<file path="src/rtl/mdr_pkg.sv">
// mdr_pkg: shared definitions for the memory data register controller.
//   state_t      - controller FSM states
//   DATA_W_DEF   - default data register / bus width
//   TIMEOUT_DEF  - default number of wait cycles before a DRAM access is abandoned
//   cnt_width()  - bits needed by the wait counter to hold 0..timeout
package mdr_pkg;

  typedef enum logic [1:0] {
    IDLE    = 2'd0,
    RD_WAIT = 2'd1,
    WR_WAIT = 2'd2
  } state_t;

  localparam int DATA_W_DEF  = 8;
  localparam int TIMEOUT_DEF = 15;

  function automatic int cnt_width(input int timeout);
    return $clog2(timeout + 1);
  endfunction

endpackage

</file>
<file path="src/rtl/mdr_timeout_cnt.sv">
// mdr_timeout_cnt: wait-cycle counter for a pending DRAM access.
//   i_clk, i_rst  - clock, asynchronous active-high reset
//   i_clear       - hold the count at zero (asserted while no access is pending)
//   i_enable      - count this cycle (waiting, no ack)
//   o_expired     - this edge is the one on which the count reaches TIMEOUT
module mdr_timeout_cnt
  import mdr_pkg::*;
#(
  parameter int TIMEOUT = TIMEOUT_DEF
) (
  input  logic i_clk,
  input  logic i_rst,
  input  logic i_clear,
  input  logic i_enable,
  output logic o_expired
);

  localparam int CNT_W = cnt_width(TIMEOUT);

  logic [CNT_W-1:0] r_cnt;

  always_ff @(posedge i_clk or posedge i_rst) begin
    if (i_rst) begin
      r_cnt <= '0;
    end else if (i_clear) begin
      r_cnt <= '0;
    end else if (i_enable) begin
      r_cnt <= r_cnt + CNT_W'(1);
    end
  end

  // Count TIMEOUT-1 plus one more unacknowledged wait cycle means the
  // TIMEOUT-th wait cycle is ending without an ack.
  assign o_expired = i_enable && (r_cnt == CNT_W'(TIMEOUT - 1));

endmodule

</file>
<file path="src/rtl/mdr_ctrl.sv">
// mdr_ctrl: memory data register with a DRAM read/write handshake controller.
//   clk, rst        - clock, asynchronous active-high reset
//   load, C_bus     - load the register from the datapath
//   read, write     - start a DRAM read into / write from the register
//   data_in_DRAM    - DRAM read data, sampled on the mem_ack edge
//   mem_ack         - DRAM access-complete strobe
//   data_out_Bbus   - register contents to the B bus
//   data_out_DRAM   - register contents to DRAM
//   mem_req, mem_we - DRAM request and direction (1 = write)
//   busy, done, err - access in progress, completion pulse, sticky timeout flag
module mdr_ctrl
  import mdr_pkg::*;
#(
  parameter int DATA_W  = DATA_W_DEF,
  parameter int TIMEOUT = TIMEOUT_DEF
) (
  input  logic              clk,
  input  logic              rst,
  input  logic              load,
  input  logic              read,
  input  logic              write,
  input  logic [DATA_W-1:0] C_bus,
  input  logic [DATA_W-1:0] data_in_DRAM,
  input  logic              mem_ack,
  output logic [DATA_W-1:0] data_out_Bbus,
  output logic [DATA_W-1:0] data_out_DRAM,
  output logic              mem_req,
  output logic              mem_we,
  output logic              busy,
  output logic              done,
  output logic              err
);

  state_t            r_state;
  state_t            w_next;
  logic [DATA_W-1:0] r_data;
  logic              r_done;
  logic              r_err;

  logic w_in_wait;
  logic w_expired;
  logic w_cmd_acc;
  logic w_load_acc;
  logic w_rd_ack;
  logic w_done_nxt;
  logic w_timeout;

  assign w_in_wait = (r_state != IDLE);

  // Counter sits at zero whenever idle, so every wait state starts from zero.
  mdr_timeout_cnt #(
    .TIMEOUT (TIMEOUT)
  ) u_tmo (
    .i_clk     (clk),
    .i_rst     (rst),
    .i_clear   (!w_in_wait),
    .i_enable  (w_in_wait && !mem_ack),
    .o_expired (w_expired)
  );

  always_ff @(posedge clk or posedge rst) begin
    if (rst) begin
      r_state <= IDLE;
    end else begin
      r_state <= w_next;
    end
  end

  always_comb begin
    w_next     = r_state;
    w_cmd_acc  = 1'b0;
    w_load_acc = 1'b0;
    w_rd_ack   = 1'b0;
    w_done_nxt = 1'b0;
    w_timeout  = 1'b0;
    case (r_state)
      IDLE: begin
        // read > write > load; losers are simply dropped.
        if (read) begin
          w_next    = RD_WAIT;
          w_cmd_acc = 1'b1;
        end else if (write) begin
          w_next    = WR_WAIT;
          w_cmd_acc = 1'b1;
        end else if (load) begin
          w_cmd_acc  = 1'b1;
          w_load_acc = 1'b1;
          w_done_nxt = 1'b1;
        end
      end
      RD_WAIT: begin
        // An ack on the expiry edge still counts as a normal completion.
        if (mem_ack) begin
          w_next     = IDLE;
          w_rd_ack   = 1'b1;
          w_done_nxt = 1'b1;
        end else if (w_expired) begin
          w_next    = IDLE;
          w_timeout = 1'b1;
        end
      end
      WR_WAIT: begin
        if (mem_ack) begin
          w_next     = IDLE;
          w_done_nxt = 1'b1;
        end else if (w_expired) begin
          w_next    = IDLE;
          w_timeout = 1'b1;
        end
      end
      default: w_next = IDLE;
    endcase
  end

  always_ff @(posedge clk or posedge rst) begin
    if (rst) begin
      r_data <= '0;
      r_done <= 1'b0;
      r_err  <= 1'b0;
    end else begin
      r_done <= w_done_nxt;
      if (w_load_acc) begin
        r_data <= C_bus;
      end else if (w_rd_ack) begin
        r_data <= data_in_DRAM;
      end
      if (w_timeout) begin
        r_err <= 1'b1;
      end else if (w_cmd_acc) begin
        r_err <= 1'b0;
      end
    end
  end

  assign data_out_Bbus = r_data;
  assign data_out_DRAM = r_data;
  assign mem_req       = w_in_wait;
  assign mem_we        = (r_state == WR_WAIT);
  assign busy          = w_in_wait;
  assign done          = r_done;
  assign err           = r_err;

endmodule
</file>
<file path="config.mk">
export PLATFORM = sky130hd
export DESIGN_NAME = mdr_ctrl
export DESIGN_NICKNAME = d
export VERILOG_FILES = /design/src/rtl/mdr_pkg.sv /design/src/rtl/mdr_timeout_cnt.sv /design/src/rtl/mdr_ctrl.sv
export SDC_FILE = /design/constraint.sdc
export NUM_CORES = 1
export LEC_CHECK = 0
export BUFFER_PORTS_ARGS = -buffer_cell sky130_fd_sc_hd__buf_2
export CORE_UTILIZATION = 40
export CTS_CLUSTER_DIAMETER = 120
export CTS_CLUSTER_SIZE = 8
export DETAILED_ROUTE_END_ITERATION = 10
export PLACE_DENSITY = 0.7
export SKIP_LAST_GASP = 1
export SLEW_MARGIN = 25
export SYNTH_ARGS = -nofsm -noshare
export SYNTH_HDL_FRONTEND = slang
export SYNTH_HIERARCHICAL = 1
export SYNTH_SLANG_ARGS = --single-unit
</file>
<file path="constraint.sdc">
create_clock -name clk -period 2.8 [get_ports clk]
set_input_delay 0.14 -clock clk [delete_from_list [all_inputs] [get_ports clk]]
set_output_delay 0.14 -clock clk [all_outputs]
set_load 0.01 [all_outputs]
</file>
# Yosys cells after proc, flatten, opt, wreduce, memory -nomap -nowiden
# Cells that the tools add are included.
dict set report word_totals {
  reg_bits 16
  latch_bits 0
  ramBits 0
  rom_bits 0
  input_bits 22
  output_inout_bits 21
  word_cells 45
  mem_count 0
}
dict set report classes {
  addsub 1
  n_mul 0
  n_div 0
  n_lt_le_gt_ge 0
  eq_ne 6
  n_shift 0
  mux 24
  n_bitwise 0
  n_reduce_logical 9
}
# op count
set ops {}
lappend ops {{2-to-1 mux 8 bit} 2}
lappend ops {{2-to-1 mux 1 bit} 14}
lappend ops {{2-to-1 mux 2 bit} 4}
lappend ops {{2-to-1 mux 4 bit} 2}
lappend ops {{nonzero test 2 bit} 3}
lappend ops {{adder 4 x 1 -> 4 bit, second input constant} 1}
lappend ops {{equality test 4 bit, second input constant} 1}
lappend ops {{case mux 2 bit (2 select lines)} 1}
lappend ops {{!= test 3 x 1 -> 1 bit, second input constant} 1}
lappend ops {{!= test 3 bit, second input constant} 1}
lappend ops {{equality test 2 x 1 -> 1 bit, second input constant} 1}
lappend ops {{equality test 2 bit, second input constant} 1}
lappend ops {{logical AND 1 bit} 2}
lappend ops {{zero test 2 bit} 1}
lappend ops {{!= test 2 x 1 -> 1 bit, second input constant} 1}
lappend ops {{case mux 1 bit (2 select lines)} 1}
lappend ops {{AND reduction 2 bit} 1}
lappend ops {{OR reduction 2 bit} 1}
lappend ops {{zero test 1 bit} 1}

# Depth between registers and ports, before layout
# Gate-level depths: netlist of run 1.
dict set report logic_depth {
  depth_word 7
  mapped_depth 7
  depth_no_buf 7
}

# Modules after synthesis
# Netlist of run 1, hierarchy kept.
# module n_inst cells_per_inst area_per_inst_um2 seq_area_each_um2
set modules_own_cells {}
lappend modules_own_cells {mdr_ctrl 1 69 698.2 300.3}
lappend modules_own_cells {mdr_timeout_cnt 1 21 226.5 100.1}

# Least setup slack after synthesis of run 1
# OpenSTA, ideal clock, no wires.
dict set report synth_path {
  kind {reg2reg}
  from {reg r_state[1]}
  to {reg r_state[0]}
  setup_time_ps 122
  t_arrival_ps 1766
  t_required_ps 2678
  path_slack_ps 913
  stages_incl_launch_ff 7
  path_buffers 0
  period_less_slack_ps 1887
  cell_sequence {dfrtp_1 inv_1 ha_1 nor2_1 and4_1 or3b_4 a32o_1}
}
dict set report synth_between {
  elab_chain_cells 5
  word_cells_on_any_way 11
  classes_between {4 x eq/ne; 1 x mux; 6 x reduce/logical}
}
# element line
set synth_rtl {}
lappend synth_rtl {{start, declared} mdr_ctrl.sv:34} ;# state_t r_state;
lappend synth_rtl {{start signal, assigned} mdr_ctrl.sv:65} ;# r_state <= w_next;
lappend synth_rtl {{nonzero test 2 bit} mdr_ctrl.sv:48} ;# assign w_in_wait = (r_state != IDLE);
lappend synth_rtl {{logical AND 1 bit} mdr_ctrl.sv:57} ;# .i_enable (w_in_wait && !mem_ack),
lappend synth_rtl {{logical AND 1 bit} mdr_timeout_cnt.sv:34} ;# assign o_expired = i_enable && (r_cnt == CNT_W'(TIMEOUT - 1));
lappend synth_rtl {{named net w_expired} mdr_ctrl.sv:41} ;# logic w_expired;
lappend synth_rtl {{!= test 3 x 1 -> 1 bit (no source line)} -}
lappend synth_rtl {{AND reduction 2 bit (no source line)} -}
# The timed path passes the listed nets, and every way through them passes these cells.
# A chain may end at the register's enable or synchronous reset.

# Worst setup path in the final report of run 1
# Ends and elaborated chain as after synthesis.

==> impl_metrics.ini, run 1 <==
[status]
outcome = complete, no violations

[hold_path]
whs_path_depth = 3
hold_class = primary input to register

[clock_network]
cts.hold.buffers_added = 1
cts_num_sinks = 16
cts_max_path_buffers = 2
cts_buffers = 3
clkTransAtPathRegs_ns = 0.08
clock_tree.root_cell = clkbuf_4
clk_latency_ns = 0.27
cts_tree = yes
cts_resized = 0
htree_levels = 1
post_cts_buffers = 0

[timing]
min_period_ns = 2.12
drv_slew = 0
fmax_ghz = 0.472
tightest_slew_ns = 0.487
setup_viol = 0
setup_tns_ns = 0
fin_crit_sh = 0.756
hold_violations = 0
skew_ns = 0.00130
max-slew-margin-rel = 0.676
setup_ws_ns = 0.683
rsz0062_at_grt = false

[finish]
finish.net_count = 155
drive_above_1_share = 0.400
seq_area_sq_um = 400
layout_common_cells = buf_2 (42), dfrtp_1 (16), o21ai_0 (9), nand2_1 (9), mux2i_1 (8)
nFillCells = 204
area_delta_synth_final_pct = 21.0
final_area_sq_mm = 0.00112
diodes = 0
layout.cells.most_common = buf_2
multi_input_area_sq_um = 414

[pwr]
clkPwrFrac = 0.112
power_frac_seq = 0.382
p_switching_w = 0.000388
finalPower_w = 0.000975
powerDensity_mw_per_mm2 = 871
ir_drop_v = 0.000375
combPwrFrac = 0.506
leakagePower_nw = 0.627
sw_frac_of_total = 0.398
intPower_w = 0.000587

[worst_setup_path]
rr_worst_depth = 6
endpoint_kind = register
path_class = register to register
cp_max_fo = 10
crit_family = simple AND/OR/NAND/NOR gates
slowest_delay_ns = 0.41
required_ns = 2.96
crit_cells = 6
crit_path_top_delay_cell = dfrtp_1
cp_cell_sequence = inv_1 -> ha_1 -> nor2_1 -> and4_1 -> or3b_4 -> a32o_1
crit_buf_inv = 1
start_kind = register
worstPathArrival_ns = 2.28

[routing]
drt-pass1-iter-count = 6
routed_via_density = 4.78
wl_per_cell_um = 10.9
wirelength_um = 1670
drt_iter0_markers = 8
vias = 732
drc = 0
ant_nets = 0

[yosys]
synth_warnings = 6
ys_ff_latch = 16
synthTopCellsByArea = dfrtp_1 (43%), mux2i_1 (8.7%), ha_1 (8.1%)
ys_seq_area_frac = 0.433
syn_inst = 90
ys.flop_type = dfrtp_1
synthXorXnorAreaFrac = 0.00947
synth_top_family_by_area = simple AND/OR/NAND/NOR gates
synth_edf_count = 0
synth-compound-area-share = 0.123
synth_top_area_share = 0.433
synth.largest_area_cell = dfrtp_1
muxShareOfSynthArea = 0.103
synth_fp_nets = 118
synth-simple-area-share = 0.131
synth_area_sq_um = 925
async_flop_share = 1.00
synth_area_per_cell_sq_um = 10.3
synth_cell_types = 27
yosys.area_share.adder = 0.0812

[floorplanning]
die_w_um = 50.1
core_sq_mm = 0.00219
pin_count = 43
rows = 17
die_area_sq_mm = 0.00251
die_h_um = 50.1
initial_core_util = 0.422

[grt]
grt_antenna_before_repair = 0
grt_pass1_vias = 676
grt_max_degree = 18
grt.total_usage = 0.152
grt_pass1_wl_um = 2830
overflow = 0

[placed_design]
dp_slack_ns = 0.701
gp_congestion = 0.823
io_buffers = 42
dp.final_hpwl_um = 1320
place_area_sq_mm = 0.00109

[run]
cap_violations = 0
## routing by layer
metal,global-route usage,wire [um],vias up
li1,-,-,368
met1,0.185,758,331
met2,0.251,769,31
met3,0.0309,123,2
met4,0.0762,16,0
met5,0,0,-
## through the flow
stage | util | instances | hold slack [ns]
floorplan | - | 90 | -0.0939
finish | 0.511 | 153 | 0.0759
global placement | 0.496 | 149 | 0.0446
global route | 0.511 | 153 | 0.0672
detailed placement | 0.496 | 149 | 0.0428
CTS | 0.511 | 153 | 0.0670
## state kept, by name (all words and copies together), names as in the netlist
signal         flops
data_out_Bbus      8
done               1
err                1
r_state            2
u_tmo/r_cnt        4
## power groups by stage
stage	Combinational (W)	Clock [W]	Sequential, W
3_5_place_dp	0.000498	0	0.000377
3_3_place_gp	0.000489	0	0.000368
6_report	0.000493	0.000110	0.000372
4_1_cts	0.000499	0.000118	0.000372
2_1_floorplan	0.000362	0	0.000405
5_1_grt	0.000551	0.000129	0.000384
## kinds of logic (layout without fill, tap and decap cells)
| group | Yosys count | in the layout |
|---|---|---|
| AND/OR/NAND/NOR | 22 | 22 |
| AO/OA/AOI/OAI | 18 | 18 |
| buffers and inverters | 18 | 53 |
| flip-flops | 16 | 16 |
| multiplexers | 9 | 9 |
| adder cells (fa/ha/maj) | 6 | 6 |
| XOR/XNOR | 1 | 1 |
## final timing paths
check                           startpoint          endpoint  slack, ns
worst max-delay path            r_state[1]        r_state[0]       0.68
worst min-delay path              C_bus[3]  data_out_Bbus[3]       0.08
worst max register to register  r_state[1]        r_state[0]       0.68
worst min register to register         err               err       0.51
max in group asynchronous              rst        r_state[0]       2.07
min in group asynchronous              rst    u_tmo/r_cnt[1]       0.30
## tightest hold or removal path, delay by kind of cell
| family | cells | cell delay, ns |
|---|---|---|
| AO/OA/AOI/OAI | 1 | 0.06 |
| buffers and inverters | 1 | 0.07 |
| AND/OR/NAND/NOR | 1 | 0.03 |
## cell type report
cell class,instances,area share
multi-input cells,56,0.370
flip-flops and latches,16,0.358
repair buffers,43,0.197
well taps,28,0.0313
inverters,7,0.0235
clock buffers,3,0.0201
## Yosys cell counts (all sizes together), types with 2 or more instances
master	count
a21oi	3
a32o	2
buf	11
dfrtp	16
ha	6
inv	7
mux2i	8
nand2	10
nor2	4
o21ai	10
Power figures use the tool's default switching activity.
==> run 2: changes to the inputs <==
==> constraint.sdc (replaced) <==
create_clock -name clk -period 2 [get_ports clk]
set_input_delay 0.1 -clock clk [delete_from_list [all_inputs] [get_ports clk]]
set_output_delay 0.1 -clock clk [all_outputs]
set_load 0.01 [all_outputs]
==> run 2 against run 1 <==
Global-route usage up 1.3 points. Largest power group unchanged. Maximum frequency grew 23%. Critical endpoint unchanged. Non-clock buffer count rose by 2. Final cell count rose by 1.3%. Combinational power rose by 45%.
==> impl_metrics.ini, run 2 (same netlist as run 1, synthesis figures left out) <==
[worst_setup_path]
slowest_delay_ns = 0.41
crit_family = simple AND/OR/NAND/NOR gates
worstPathArrival_ns = 1.89
start_kind = register
endpoint = r_state[0]
crit_buf_inv = 1
cp_cell_sequence = inv_1 -> ha_1 -> nor2_1 -> and4_1 -> or3b_4 -> a32o_1
endpoint_kind = register
r2r_slack_ns = 0.28
r2r_end = r_state[0]
crit_path_top_delay_cell = dfrtp_1
cp_max_fo = 4
rr_worst_depth = 6
crit_cells = 6
startpoint = r_state[1]
required_ns = 2.17
path_class = register to register
r2r_start = r_state[1]

[clock_network]
htree_levels = 1
cts.hold.buffers_added = 1
clk_latency_ns = 0.28
post_cts_buffers = 0
cts_buffers = 3
clkTransAtPathRegs_ns = 0.09
clock_tree.root_cell = clkbuf_4
cts_num_sinks = 16
cts_resized = 0
cts_max_path_buffers = 2
cts_tree = yes

[floorplanning]
rows = 17
core_sq_mm = 0.00219
pin_count = 43
die_area_sq_mm = 0.00251
die_w_um = 50.1
initial_core_util = 0.422
die_h_um = 50.1

[placed_design]
gp_congestion = 0.748
dp.final_hpwl_um = 1360
dp_slack_ns = 0.288
io_buffers = 42
place_inst = 151

[timing]
skew_ns = 0.00201
setup_viol = 0
fin_crit_sh = 0.858
drv_slew = 0
hold_violations = 0
setup_tns_ns = 0
max-slew-margin-rel = 0.678
tightest_slew_ns = 0.484
rsz0062_at_grt = false
min_period_ns = 1.72
setup_ws_ns = 0.284
fmax_ghz = 0.583

[finish]
layout_common_cells = buf_2 (42), dfrtp_1 (16), o21ai_0 (9), nand2_1 (9), mux2i_1 (8)
final_cells = 155
drive_above_1_share = 0.409
nFillCells = 194
area_delta_synth_final_pct = 22.6
finish.net_count = 157
largest_reg_flops = 8
final_util = 0.517
layout.cells.most_common = buf_2
diodes = 0

[grt]
grt_max_degree = 18
overflow = 0
grt_pass1_vias = 739
grt_pass1_wl_um = 3080
grt_antenna_before_repair = 0
grt.total_usage = 0.165

[pwr]
ir_drop_v = 0.000590
powerDensity_mw_per_mm2 = 1230
leakagePower_nw = 0.637

[run]
cap_violations = 0

[status]
outcome = complete, no violations

[routing]
vias = 748
drt-pass1-iter-count = 4
ant_nets = 0
drt_iter0_markers = 13
wirelength_um = 1760
wl_per_cell_um = 11.4
drc = 0
routed_via_density = 4.83

[hold_path]
hp-start = C_bus[7]
hold_class = primary input to register
[run 2: area by class of cell]
class,instances,area (sq um),area share
multi-input cells,56,414,0.365
flip-flops and latches,16,400,0.353
repair buffers,45,235,0.208
well taps,28,35.0,0.0309
inverters,7,26.3,0.0232
clock buffers,3,22.5,0.0199
[run 2: per-layer routing]
metal	up-vias	share of wire	wire length [um]	GRT usage
li1	370	-	-	-
met1	341	0.42	739	0.187
met2	35	0.49	855	0.291
met3	2	0.085	150	0.0370
met4	0	0.0091	16	0.0714
met5	-	0	0	0
[run 2: worst min path at each step]
| stage | slack [ns] | end | cells past startpoint |
|---|---|---|---|
| floorplan | -0.13 | u_tmo/r_cnt[0] | 1 |
| global placement | 0.0003 | u_tmo/r_cnt[0] | 2 |
| detailed placement | 0.005 | u_tmo/r_cnt[2] | 2 |
| CTS | 0.02 | data_out_Bbus[7] | 3 |
| global route | 0.03 | data_out_Bbus[2] | 3 |
| finish | 0.03 | data_out_Bbus[7] | 3 |
[run 2: worst register-to-register path, stage by stage (launching register included)]
cell	delay (ns)
dfrtp_1	0.41
inv_1	0.11
ha_1	0.17
nor2_1	0.06
and4_1	0.21
or3b_4	0.39
a32o_1	0.26
[run 2: metrics by stage]
stage	hold slack (ns)	power, W	area [sq um]
CTS	0.0186	0.00141	1130
floorplan	-0.134	0.00107	925
detailed placement	0.00526	0.00125	1100
global placement	0.000314	0.00122	1100
finish	0.0263	0.00140	1130
global route	0.0294	0.00152	1130
[run 2: power by group]
group	internal [W]	switching (W)
combinational	0.000330	0.000385
clock	0.0000697	0.0000927
sequential	0.000439	0.0000814
total	0.000839	0.000559
